<file path="config.mk">
export PLATFORM = sky130hd
export DESIGN_NAME = if_fetch_queue
export DESIGN_NICKNAME = d
export VERILOG_FILES = /design/src/rtl/if_fetch_queue.sv
export SDC_FILE = /design/constraint.sdc
export NUM_CORES = 1
export LEC_CHECK = 0
export ABC_AREA = 1
export BUFFER_PORTS_ARGS = -buffer_cell sky130_fd_sc_hd__buf_2
export CAP_MARGIN = 5
export CORE_ASPECT_RATIO = 0.5
export CORE_MARGIN = 5
export CORE_UTILIZATION = 58
export CTS_CLUSTER_DIAMETER = 30
export DETAILED_ROUTE_END_ITERATION = 7
export PLACE_DENSITY = 0.83
export SLEW_MARGIN = 20
export SYNTH_ARGS = -nofsm -noshare
export SYNTH_HDL_FRONTEND = slang
export SYNTH_SLANG_ARGS = --single-unit
</file>
<file path="constraint.sdc">
create_clock -name clk -period 6.08 [get_ports clk]
set_clock_uncertainty 0.1 [all_clocks]
set_input_delay 0 -clock clk [delete_from_list [all_inputs] [get_ports clk]]
set_output_delay 0 -clock clk [all_outputs]
set_load 0.01 [all_outputs]
</file>
<file path="src/rtl/if_fetch_queue.sv">
// if_fetch_queue: instruction-fetch stage with a request/grant/response memory port
// and an FQ_DEPTH-entry prefetch queue presenting {pc, inst} to decode via valid/ready.
//
// Build option: define IF_COMPRESSED_EN to enable RVC (+2 step for 16-bit encodings,
// misaligned only when pc[0]=1). Without it every step is +4, inst_compr_o is tied 0
// and any pc[1:0]!=0 is misaligned.
//
// Ports:
//   clk, rst_n          clock, asynchronous active-low reset
//   redirect_valid_i/   branch/jump redirect and its target (highest priority:
//   redirect_pc_i       flushes the queue and kills any in-flight fetch)
//   imem_req_o/addr_o   fetch request and address (address stable while stalled)
//   imem_gnt_i          request accepted this cycle
//   imem_rvalid_i/      fetch response and data (at least one cycle after grant)
//   imem_rdata_i
//   inst_valid_o/       queue head handshake towards decode
//   inst_ready_i
//   inst_out_o/pc_o     head instruction (NOP when empty) and its PC (0 when empty)
//   inst_compr_o        head is a 16-bit encoding
//   misaligned_pc_o     head carries a misaligned-PC fault
module if_fetch_queue #(
  parameter int unsigned    XLEN     = 32,
  parameter int unsigned    FQ_DEPTH = 4,
  parameter logic [XLEN-1:0] RESET_PC = '0
) (
  input  logic            clk,
  input  logic            rst_n,
  input  logic            redirect_valid_i,
  input  logic [XLEN-1:0] redirect_pc_i,
  output logic            imem_req_o,
  output logic [XLEN-1:0] imem_addr_o,
  input  logic            imem_gnt_i,
  input  logic            imem_rvalid_i,
  input  logic [XLEN-1:0] imem_rdata_i,
  output logic            inst_valid_o,
  input  logic            inst_ready_i,
  output logic [XLEN-1:0] inst_out_o,
  output logic [XLEN-1:0] inst_pc_o,
  output logic            inst_compr_o,
  output logic            misaligned_pc_o
);

  localparam int unsigned     PtrW    = $clog2(FQ_DEPTH);
  localparam logic [PtrW:0]   FullCnt = (PtrW + 1)'(FQ_DEPTH);
  localparam logic [XLEN-1:0] Nop     = XLEN'(32'h0000_0013);

  typedef enum logic [1:0] {StIdle, StReq, StWait, StDrop} state_e;

  state_e          state_q, state_d;
  logic [XLEN-1:0] pc_q, pc_d;
  logic            halt_q, halt_d;
  logic [PtrW-1:0] wr_ptr_q, wr_ptr_d, rd_ptr_q, rd_ptr_d;
  logic [PtrW:0]   count_q, count_d;

  logic [XLEN-1:0] pc_mem_q    [FQ_DEPTH];
  logic [XLEN-1:0] inst_mem_q  [FQ_DEPTH];
  logic            fault_mem_q [FQ_DEPTH];

  logic            push, pop, push_fault, misaligned;
  logic [XLEN-1:0] push_inst, pc_incr;

`ifdef IF_COMPRESSED_EN
  assign misaligned = pc_q[0];
  assign pc_incr    = (imem_rdata_i[1:0] != 2'b11) ? XLEN'(2) : XLEN'(4);
`else
  assign misaligned = |pc_q[1:0];
  assign pc_incr    = XLEN'(4);
`endif

  assign imem_addr_o = pc_q;

  always_comb begin
    state_d    = state_q;
    pc_d       = pc_q;
    halt_d     = halt_q;
    imem_req_o = 1'b0;
    push       = 1'b0;
    push_inst  = imem_rdata_i;
    push_fault = 1'b0;

    case (state_q)
      StIdle: begin
        if (!halt_q && (count_q < FullCnt)) state_d = StReq;
      end
      StReq: begin
        // A misaligned pc never reaches the memory port; it becomes a fault entry.
        if (misaligned) begin
          if (count_q < FullCnt) begin
            push       = 1'b1;
            push_inst  = Nop;
            push_fault = 1'b1;
            halt_d     = 1'b1;
            state_d    = StIdle;
          end
        end else begin
          imem_req_o = 1'b1;
          if (imem_gnt_i) state_d = StWait;
        end
      end
      StWait: begin
        if (imem_rvalid_i) begin
          push    = 1'b1;
          pc_d    = pc_q + pc_incr;
          state_d = StIdle;
        end
      end
      StDrop: begin
        if (imem_rvalid_i) state_d = StReq;
      end
      default: state_d = StIdle;
    endcase

    if (redirect_valid_i) begin
      pc_d   = redirect_pc_i;
      halt_d = 1'b0;
      push   = 1'b0;
      case (state_q)
        StReq:  state_d = (imem_req_o && imem_gnt_i) ? StDrop : StReq;
        // A response arriving with the redirect is dropped on the spot; otherwise
        // it is still owed and must be swallowed in StDrop.
        StWait, StDrop: state_d = imem_rvalid_i ? StReq : StDrop;
        default: state_d = StIdle;
      endcase
    end
  end

  // Redirect flushes the queue and overrides any same-cycle pop.
  assign pop = inst_valid_o && inst_ready_i && !redirect_valid_i;

  always_comb begin
    wr_ptr_d = wr_ptr_q;
    rd_ptr_d = rd_ptr_q;
    count_d  = count_q;
    if (redirect_valid_i) begin
      wr_ptr_d = '0;
      rd_ptr_d = '0;
      count_d  = '0;
    end else begin
      if (push) wr_ptr_d = wr_ptr_q + 1'b1;
      if (pop)  rd_ptr_d = rd_ptr_q + 1'b1;
      case ({push, pop})
        2'b10:   count_d = count_q + 1'b1;
        2'b01:   count_d = count_q - 1'b1;
        default: count_d = count_q;
      endcase
    end
  end

  always_ff @(posedge clk or negedge rst_n) begin
    if (!rst_n) begin
      state_q  <= StIdle;
      pc_q     <= RESET_PC;
      halt_q   <= 1'b0;
      wr_ptr_q <= '0;
      rd_ptr_q <= '0;
      count_q  <= '0;
    end else begin
      state_q  <= state_d;
      pc_q     <= pc_d;
      halt_q   <= halt_d;
      wr_ptr_q <= wr_ptr_d;
      rd_ptr_q <= rd_ptr_d;
      count_q  <= count_d;
    end
  end

  // Storage needs no reset: every read is gated by inst_valid_o.
  always_ff @(posedge clk) begin
    if (push) begin
      pc_mem_q[wr_ptr_q]    <= pc_q;
      inst_mem_q[wr_ptr_q]  <= push_inst;
      fault_mem_q[wr_ptr_q] <= push_fault;
    end
  end

  assign inst_valid_o = (count_q != '0);

  always_comb begin
    inst_out_o      = Nop;
    inst_pc_o       = '0;
    inst_compr_o    = 1'b0;
    misaligned_pc_o = 1'b0;
    if (inst_valid_o) begin
      inst_out_o      = inst_mem_q[rd_ptr_q];
      inst_pc_o       = pc_mem_q[rd_ptr_q];
      misaligned_pc_o = fault_mem_q[rd_ptr_q];
`ifdef IF_COMPRESSED_EN
      inst_compr_o    = (inst_mem_q[rd_ptr_q][1:0] != 2'b11);
`endif
    end
  end

endmodule

</file>
==> flow_summary.toml, run 1 <==
[hold_path]
holdCritPathClass = "in2reg"
hold_start = "redirect_valid_i"
holdPathStages = 3
hold_end = "imem_addr_o[11]"

[drt]
drtIter0Drc = 1325
finalWirelength_mm = 36.1
postRouteAntennaNets = 0
viasPerCell = 5.72
post_drt_wl_per_cell_um = 19.2
drtPass1Iterations = 6
drc = 0
via_count = 10700

[sta]
max_slew_margin = 0.367
setup_viol = 0
worstMarginPinSlew_ns = 0.947
hold_viol_final = 0
fin_tns_setup_ns = 0
fmax_mhz = 270
slew_viol_final = 0
holdWs_ns = 0.0324
fin_crit_sh = 0.610
rsz0062_at_grt = "no"
period_minus_slack_ns = 3.71

[floorplanning]
io_pins = 170
rows = 39
dieArea_um2 = 26300
core_um2 = 22700
die_w_um = 224
start_util = 0.587
die_y_um = 117

[global_routing]
grt_max_degree = 84
grt_pass1_vias = 10700
grt_use_total = 0.273
grt_pass1_wl_mm = 56.2
grt.overflow.total = 0
antenna_found_initial = 0

[synthesis]
yosysUniqueCellTypes = 37
synth_top_area_share = 0.586
yosys.area.top_type = "edfxtp_1"
synth_top_family_by_area = "simple AND/OR/NAND/NOR gates"
synth_xor_area_frac = 0.00723
ys_seq_area_frac = 0.665
syn_area_per_cell_um2 = 10.3
netlist_instances = 1298
yosysWarnings = 0
synth_nets = 1378
syn_area_um2 = 13300
yosys-top-cells-area = "edfxtp_1 59%, nor2_1 8.9%, dfrtp_1 7.9%"
ys_seq_elements = 302
synthAdderAreaFrac = 0.00996
synthMuxAreaShare = 0
synth_compound_area_frac = 0.0942
synthSimpleGateAreaFrac = 0.177

[worst_setup_path]
r2r_cells = 7
crit_arrival_ns = 3.78
crit_path_end_kind = "flop"
critPathRequiredTime_ns = 6.15
reg2reg_from = "state_q[1]"
critical_path.max_stage_delay_ns = 0.75
reg2reg_slack_ns = 2.37
critical-path-top-delay-family = "simple AND/OR/NAND/NOR gates"
r2r_end = "inst_mem_q[2][6]"
startpoint_type = "flop"
path_buf_inv = 2
worstSetupPathType = "reg2reg"
cp_max_fo = 35
slowest_stage = "nor2_4"
cp_cell_sequence = "inv_1 -> ha_1 -> nand3_2 -> nand2_2 -> nand2_4 -> nor2_4 -> buf_4"

[cells_and_area]
drive_above_1_share = 0.175
multi_input_area_um2 = 3870
diodes = 0
area_delta_synth_final_pct = 23.9
fill_cells = 1411
final_net_count = 1621
seqCellArea_um2 = 8860

[clocking]
cts_root_buffer = "clkbuf_16"
clock-sinks = 302
cts_setup_buffers = 0
cts_tree = "done"
cts_buffer_depth = 3
h-tree-depth = 2
clkLatencyLatePin_ns = 0.53
cts.reportedPaths.clkPinSlew_ns = 0.06
cts_inserted_buffers = 38

[placed_design]
gp_congestion = 0.886
port_buffers = 168
dp_hpwl_mm = 20.7

[power]
p_int_mw = 4.04
pwr-share-seq = 0.449
switching_share = 0.304
p_leak_nw = 6.64
p_comb_frac = 0.169
power.density_nw_per_um2 = 352
irDropWorstVdd_mv = 0.241
p_clk_frac = 0.382
switchingPower_mw = 1.76

[run_status]
status = "complete, no violations"

[flow_run]
maxCapViolations = 0
## cell families after synthesis
group                    Yosys count
AND/OR/NAND/NOR                  582
flip-flops                       302
AO/OA/AOI/OAI                    242
buffers and inverters            150
XOR/XNOR                          11
adder cells (fa/ha/maj)           10
other                              1
## metrics by stage
step                power, mW  cells  setup slack [ns]   util  cell area, um2
floorplan                3.17   1298              1.79      -           13300
global placement         3.49   1718              2.49  0.632           14400
detailed placement       3.54   1718              2.39  0.632           14400
CTS                      5.78   1876              2.36  0.727           16500
global route             6.02   1877              2.13  0.727           16500
finish                   5.80   1877              2.37  0.727           16500
## synth_stat cells
master,instances
inv_1,82
nand4_1,7
o21ai_0,153
buf_1,3
nand2_4,2
or2_2,3
fa_1,1
nor2_1,317
or2_1,1
nand2_2,6
nor2_4,3
buf_4,5
ha_1,9
buf_6,1
clkbuf_1,30
nand2_1,192
o21a_1,1
conb_1,1
inv_2,4
nor2_2,7
nand3_2,3
xnor2_1,4
o22ai_1,2
a21oi_1,70
a21oi_2,1
nor3_1,2
o211ai_1,4
xor2_1,7
edfxtp_1,260
nand3_1,39
a31oi_1,1
o311ai_0,3
o21ai_1,2
o21bai_1,4
o31ai_1,1
dfrtp_1,42
buf_2,25
## layout make-up
type | count | share of cell area
clock buffers | 42 | 0.0585
multi-input cells | 846 | 0.235
flip-flops and latches | 302 | 0.537
repair buffers | 267 | 0.110
inverters | 86 | 0.0196
well taps | 307 | 0.0233
clock inverters | 27 | 0.0169
## worst reg2reg max path: cells and delay by family (launching register included)
family        cells  cell delay [ns]
flops             1             0.41
simple gates      4             1.90
buf+inv           2             0.68
fa+ha+maj         1             0.23
## sequential cells by signal (all words and copies together) (netlist names)
signal       flops
count_q          3
imem_addr_o     32
halt_q           1
state_q          2
inst_mem_q     128
fault_mem_q      4
pc_mem_q       128
rd_ptr_q         2
wr_ptr_q         2
## power by group through the flow
stage	Combinational (mW)	Clock [mW]	Sequential, mW
5_1_grt	1.08	2.33	2.62
3_3_place_gp	0.858	0	2.63
2_1_floorplan	0.577	0	2.59
4_1_cts	0.964	2.22	2.60
6_report	0.982	2.22	2.61
3_5_place_dp	0.899	0	2.64
## cells in the final DEF, fill, tap and decap left out, drive strengths merged
cell type,netlist,layout
o311ai,3,3
xnor2,4,4
bufinv,0,2
buf,34,177
nand2,200,200
a31oi,1,1
nor2,327,327
edfxtp,260,260
a21oi,71,71
o21a,1,1
xor2,7,7
o211ai,4,4
nand3,42,42
or2,4,4
fa,1,1
inv,86,95
clkbuf,30,42
o21ai,155,155
o22ai,2,2
clkinvlp,0,6
conb,1,1
ha,9,9
o31ai,1,1
dlygate4sd3,0,90
o21bai,4,4
clkinv,0,10
nor3,2,2
nand4,7,7
dfrtp,42,42
## routing by layer
| layer | track usage | share of wire |
|---|---|---|
| met1 | 0.351 | 0.38 |
| met2 | 0.481 | 0.50 |
| met3 | 0.0511 | 0.10 |
| met4 | 0.0920 | 0.027 |
| met5 | 0 | 0 |
## how the worst max path moves through the flow
stage / startpoint / endpoint / cells past startpoint
2_1_floorplan: state_q[0] / fault_mem_q[0] / 6
3_3_place_gp: state_q[1] / pc_mem_q[2][19] / 7
3_5_place_dp: state_q[1] / pc_mem_q[2][21] / 7
4_1_cts: state_q[1] / inst_mem_q[2][6] / 7
5_1_grt: state_q[1] / pc_mem_q[2][25] / 7
6_report: state_q[1] / inst_mem_q[2][6] / 7
## repair_timing
action,CTS,global route
hold buffers,89,1
hold endpoints to repair,210,26
resized for setup,0,0
(Power assumes the default switching activity.)
==> inputs of run 2 (changes only) <==
Clock period 6.08 ns to 3.6 ns, I/O delays scaled along.
==> run 2 against run 1 <==
Effect of this change: non-clock buffer count grew 18; final cell count grew 0.64%; register-to-register slack lost 2.0 ns; sequential power grew 69%; combinational power grew 71%; sequential cell count is the same; via count grew 0.15%; wire length grew 1.6%; global-route usage grew 0.42 points; fmax grew 16%.
==> flow_summary.toml, run 2 (synthesized netlist as in run 1, its figures left out) <==
[placed_design]
port_buffers = 168
dp_hpwl_mm = 20.9
dp_cells = 1727
gp_congestion = 0.933

[worst_setup_path]
slowest_stage = "dlygate4sd3_1"
critPathRequiredTime_ns = 3.95
path_buf_inv = 4
critical_path.max_stage_delay_ns = 0.61
startpoint_type = "flop"
crit_path_end_kind = "flop"
crit_arrival_ns = 3.55
cp_cell_sequence = "inv_1 -> ha_1 -> or2_1 -> o21ai_1 -> nand2_1 -> o31ai_1 -> dlygate4sd3_1 -> nand2_1 -> dlygate4sd3_1 -> nand2_1 -> dlygate4sd3_1"
critical-path-top-delay-family = "buffers and inverters"
worstSetupPathType = "reg2reg"
cp_max_fo = 3

[global_routing]
grt.overflow.total = 0
grt_pass1_wl_mm = 56.5
grt_pass1_vias = 10600
antenna_found_initial = 0
grt_use_total = 0.278
grt_max_degree = 85

[floorplanning]
io_pins = 170
die_y_um = 117
die_w_um = 224
dieArea_um2 = 26300
rows = 39
start_util = 0.587
core_um2 = 22700

[drt]
drtIter0Drc = 1381
finalWirelength_mm = 36.7
drtPass1Iterations = 6
post_drt_wl_per_cell_um = 19.4
viasPerCell = 5.69
drc = 0
postRouteAntennaNets = 0
via_count = 10800

[clocking]
clkLatencyLatePin_ns = 0.52
h-tree-depth = 2
cts_tree = "done"
cts_hold_buf = 98
cts.reportedPaths.clkPinSlew_ns = 0.06
cts_root_buffer = "clkbuf_16"
cts_buffer_depth = 3
cts_inserted_buffers = 36
ctsResizeCount = 0
clock-sinks = 302
cts_setup_buffers = 0

[hold_path]
holdCritPathClass = "in2reg"

[sta]
worstMarginPinSlew_ns = 1.09
fmax_mhz = 312
period_minus_slack_ns = 3.20
fin_crit_sh = 0.890
slew_viol_final = 0
max_slew_margin = 0.274
setup_viol = 0
hold_viol_final = 0
rsz0062_at_grt = "no"

[power]
p_leak_nw = 6.70
total_power_mw = 9.65
irDropWorstVdd_mv = 0.374
power.density_nw_per_um2 = 582

[cells_and_area]
final_common_cell = "nor2_1"
diodes = 0
area_delta_synth_final_pct = 24.5
most-common-layout-cells = "313 x nor2_1, 260 x edfxtp_1, 192 x nand2_1"
drive_above_1_share = 0.178
final_net_count = 1637
stdcell_count = 1889
final_util = 0.731

[flow_run]
maxCapViolations = 0

[run_status]
status = "complete, no violations"
[run 2: cell count changes in the layout (fill, tap and decap cells not counted)]
cell | previous run | this run
inv_2 | 4 | 3
clkbuf_16 | 38 | 37
buf_4 | 10 | 19
clkinv_4 | 1 | 3
dlygate4sd3_1 | 90 | 99
clkinv_2 | 3 | 6
clkbuf_1 | 4 | 1
inv_6 | 7 | 6
clkinvlp_4 | 6 | 4
clkinv_8 | 3 | 0
[run 2: routing by layer]
layer,vias to the layer above,GRT usage,share of wire
met4,0,0.133,0.042
met5,-,0,0
met2,581,0.478,0.49
met3,115,0.0411,0.078
met1,5153,0.356,0.39
li1,4905,-,-
[run 2: layout make-up]
type / instances / area [um2]
multi-input cells: 846 / 3870
inverters: 86 / 325
flip-flops and latches: 302 / 8860
repair buffers: 285 / 1970
clock buffers: 38 / 930
well taps: 307 / 384
clock inverters: 25 / 234
fillers: 1443 / 6110
[run 2: worst register-to-register path, cell delays in order (launching register included)]
cell and delay, ns:
dfrtp_1 0.38, inv_1 0.09, ha_1 0.21, or2_1 0.26, o21ai_1 0.12, nand2_1 0.07
o31ai_1 0.08, dlygate4sd3_1 0.61, nand2_1 0.05, dlygate4sd3_1 0.56, nand2_1 0.07, dlygate4sd3_1 0.55
[run 2: power by group]
part           internal, mW  switching (mW)  total (mW)
clock                  2.06            1.50        3.56
combinational         0.545            1.13        1.68
sequential             4.15           0.261        4.41
total                  6.76            2.89        9.65
[run 2: path summary, 6_finish.rpt]
check | start | end | slack (ns) | depth (start not counted)
worst max register to register | state_q[0] | state_q[1] | 0.40 | 11
min in group asynchronous | rst_n | imem_addr_o[24] | 0.47 | 3
max in group asynchronous | rst_n | rd_ptr_q[0] | 2.46 | 3
worst max-delay path | state_q[0] | state_q[1] | 0.40 | 11
worst min register to register | halt_q | halt_q | 0.47 | 1
worst min-delay path | redirect_pc_i[10] | imem_addr_o[10] | 0.23 | 4
[run 2: per-stage QoR]
stage | hold slack [ns] | area, um2 | worst slack (ns) | TNS, ns
detailed placement | 0.112 | 14400 | 1.12 | 0
CTS | 0.120 | 16600 | 0.494 | 0
global placement | 0.0888 | 14400 | 1.26 | 0
finish | 0.229 | 16600 | 0.397 | 0
floorplan | -0.396 | 13300 | -0.686 | -178.48
global route | 0.256 | 16600 | 0.281 | 0
==> inputs of run 3 (changes only) <==
Settings changed: CORE_UTILIZATION 58 to 25, PLACE_DENSITY 0.83 to 0.44.
==> run 3 against run 2 <==
Effect of this change: utilization fell by 38 points; hold slack got worse by 0.037 ns; wire length rose by 11%; clock power rose by 56%; combinational power rose by 4%; critical path depth did not move; non-clock buffer count rose by 12; sequential power barely moved; first-iteration DRC count fell by 58%; largest power group is now the clock network.
==> flow_summary.toml, run 3 (synthesized netlist as in run 1, its figures left out) <==
[floorplanning]
die_w_um = 336
die_y_um = 173
dieArea_um2 = 58300
core_um2 = 52300
io_pins = 170
rows = 59
start_util = 0.254

[worst_setup_path]
r2r_cells = 11
cp_max_fo = 3
reg2reg_slack_ns = 0.47
cp_cell_sequence = "inv_1 -> ha_1 -> or2_1 -> o21ai_1 -> nand2_1 -> o31ai_1 -> dlygate4sd3_1 -> nand2_1 -> dlygate4sd3_1 -> nand2_1 -> dlygate4sd3_1"
path_buf_inv = 4
critical_path.max_stage_delay_ns = 0.57
slowest_stage = "dlygate4sd3_1"
critPathRequiredTime_ns = 4.01
cp.depth = 11
crit_arrival_ns = 3.54
worstSetupPathType = "reg2reg"
critical-path-top-delay-family = "buffers and inverters"
startpoint_type = "flop"
crit_path_end_kind = "flop"

[drt]
drtIter0Drc = 586
drtPass1Iterations = 5
finalWirelength_mm = 40.7
via_count = 10200
postRouteAntennaNets = 0
post_drt_wl_per_cell_um = 17.4
drc = 0
viasPerCell = 4.36

[global_routing]
antenna_found_initial = 0
grt.overflow.total = 0
grt_pass1_vias = 10600
grt_use_total = 0.137
grt_pass1_wl_mm = 62.7
grt_max_degree = 132

[placed_design]
dp_cells = 2124
place_area_um2 = 15000
dp_slack_ns = 1.10
port_buffers = 168
dp_hpwl_mm = 24.3
gp_congestion = 0.785

[power]
p_leak_nw = 7.19
switching_share = 0.285
p_comb_frac = 0.150
power.density_nw_per_um2 = 643
p_int_mw = 8.36
irDropWorstVdd_mv = 0.350
total_power_mw = 11.7
pwr-share-seq = 0.375
switchingPower_mw = 3.33
p_clk_frac = 0.476

[clocking]
clkLatencyLatePin_ns = 0.59
cts.reportedPaths.clkPinSlew_ns = 0.05
cts_setup_buffers = 0
cts_tree = "done"
cts_buffer_depth = 3
cts_inserted_buffers = 58
cts_root_buffer = "clkbuf_16"
h-tree-depth = 2
ctsResizeCount = 0
cts_hold_buf = 108
clock-sinks = 302

[cells_and_area]
final_common_cell = "nor2_1"
area_delta_synth_final_pct = 36.4
fill_cells = 5220
final_util = 0.347
drive_above_1_share = 0.198
final_net_count = 1671
final_area_um2 = 18200
stdcell_count = 2340
most-common-layout-cells = "313 x nor2_1, 260 x edfxtp_1, 192 x nand2_1"

[sta]
hold_viol_final = 0
setup_viol = 0
rsz0062_at_grt = "no"
post-route-worst-setup-slack_ns = 0.471
max_slew_margin = 0.342
fmax_mhz = 320
slew_viol_final = 0
holdWs_ns = 0.192
fin_tns_setup_ns = 0
period_minus_slack_ns = 3.13
fin_crit_sh = 0.869
worstMarginPinSlew_ns = 0.987

[run_status]
status = "complete, no violations"

[hold_path]
holdCritPathClass = "in2reg"
holdPathStages = 3

[flow_run]
maxCapViolations = 0
==> run 3: routing by layer <==
layer | GRT usage | up-vias | wire length, um
li1 | - | 4992 | -
met1 | 0.170 | 4979 | 17600
met2 | 0.244 | 157 | 20600
met3 | 0.0226 | 78 | 1220
met4 | 0.0463 | 0 | 1240
met5 | 0 | - | 0
==> run 3: final timing paths <==
path	startpoint	to
worst min-delay path	imem_rdata_i[0]	inst_mem_q[2][0]
worst max-delay path	state_q[0]	state_q[1]
worst max register to register	state_q[0]	state_q[1]
max in group asynchronous	rst_n	rd_ptr_q[0]
min in group asynchronous	rst_n	imem_addr_o[8]
worst min register to register	halt_q	halt_q
==> run 3: final cells by class <==
type                    instances  area [um2]  area share
well taps                     701         877      0.0483
diodes                          1        2.50    0.000138
inverters                      86         325      0.0179
clock inverters                43         542      0.0298
multi-input cells             846        3870       0.213
flip-flops and latches        302        8860       0.488
clock buffers                  64        1500      0.0828
repair buffers                297        2180       0.120
==> run 3: power groups by stage <==
stage	clock, mW	combinational (mW)	sequential, mW
6_report	5.56	1.75	4.38
5_1_grt	5.85	1.96	4.41
4_1_cts	5.66	1.80	4.38
3_5_place_dp	0	1.68	4.45
3_3_place_gp	0	1.68	4.45
2_1_floorplan	0	0.974	4.38
==> run 3: worst reg2reg max path, stage by stage (launching register included) <==
cell and delay [ns]:
dfrtp_1 0.37, inv_1 0.08, ha_1 0.22, or2_1 0.26
o21ai_1 0.14, nand2_1 0.07, o31ai_1 0.06, dlygate4sd3_1 0.57
nand2_1 0.04, dlygate4sd3_1 0.55, nand2_1 0.06, dlygate4sd3_1 0.54
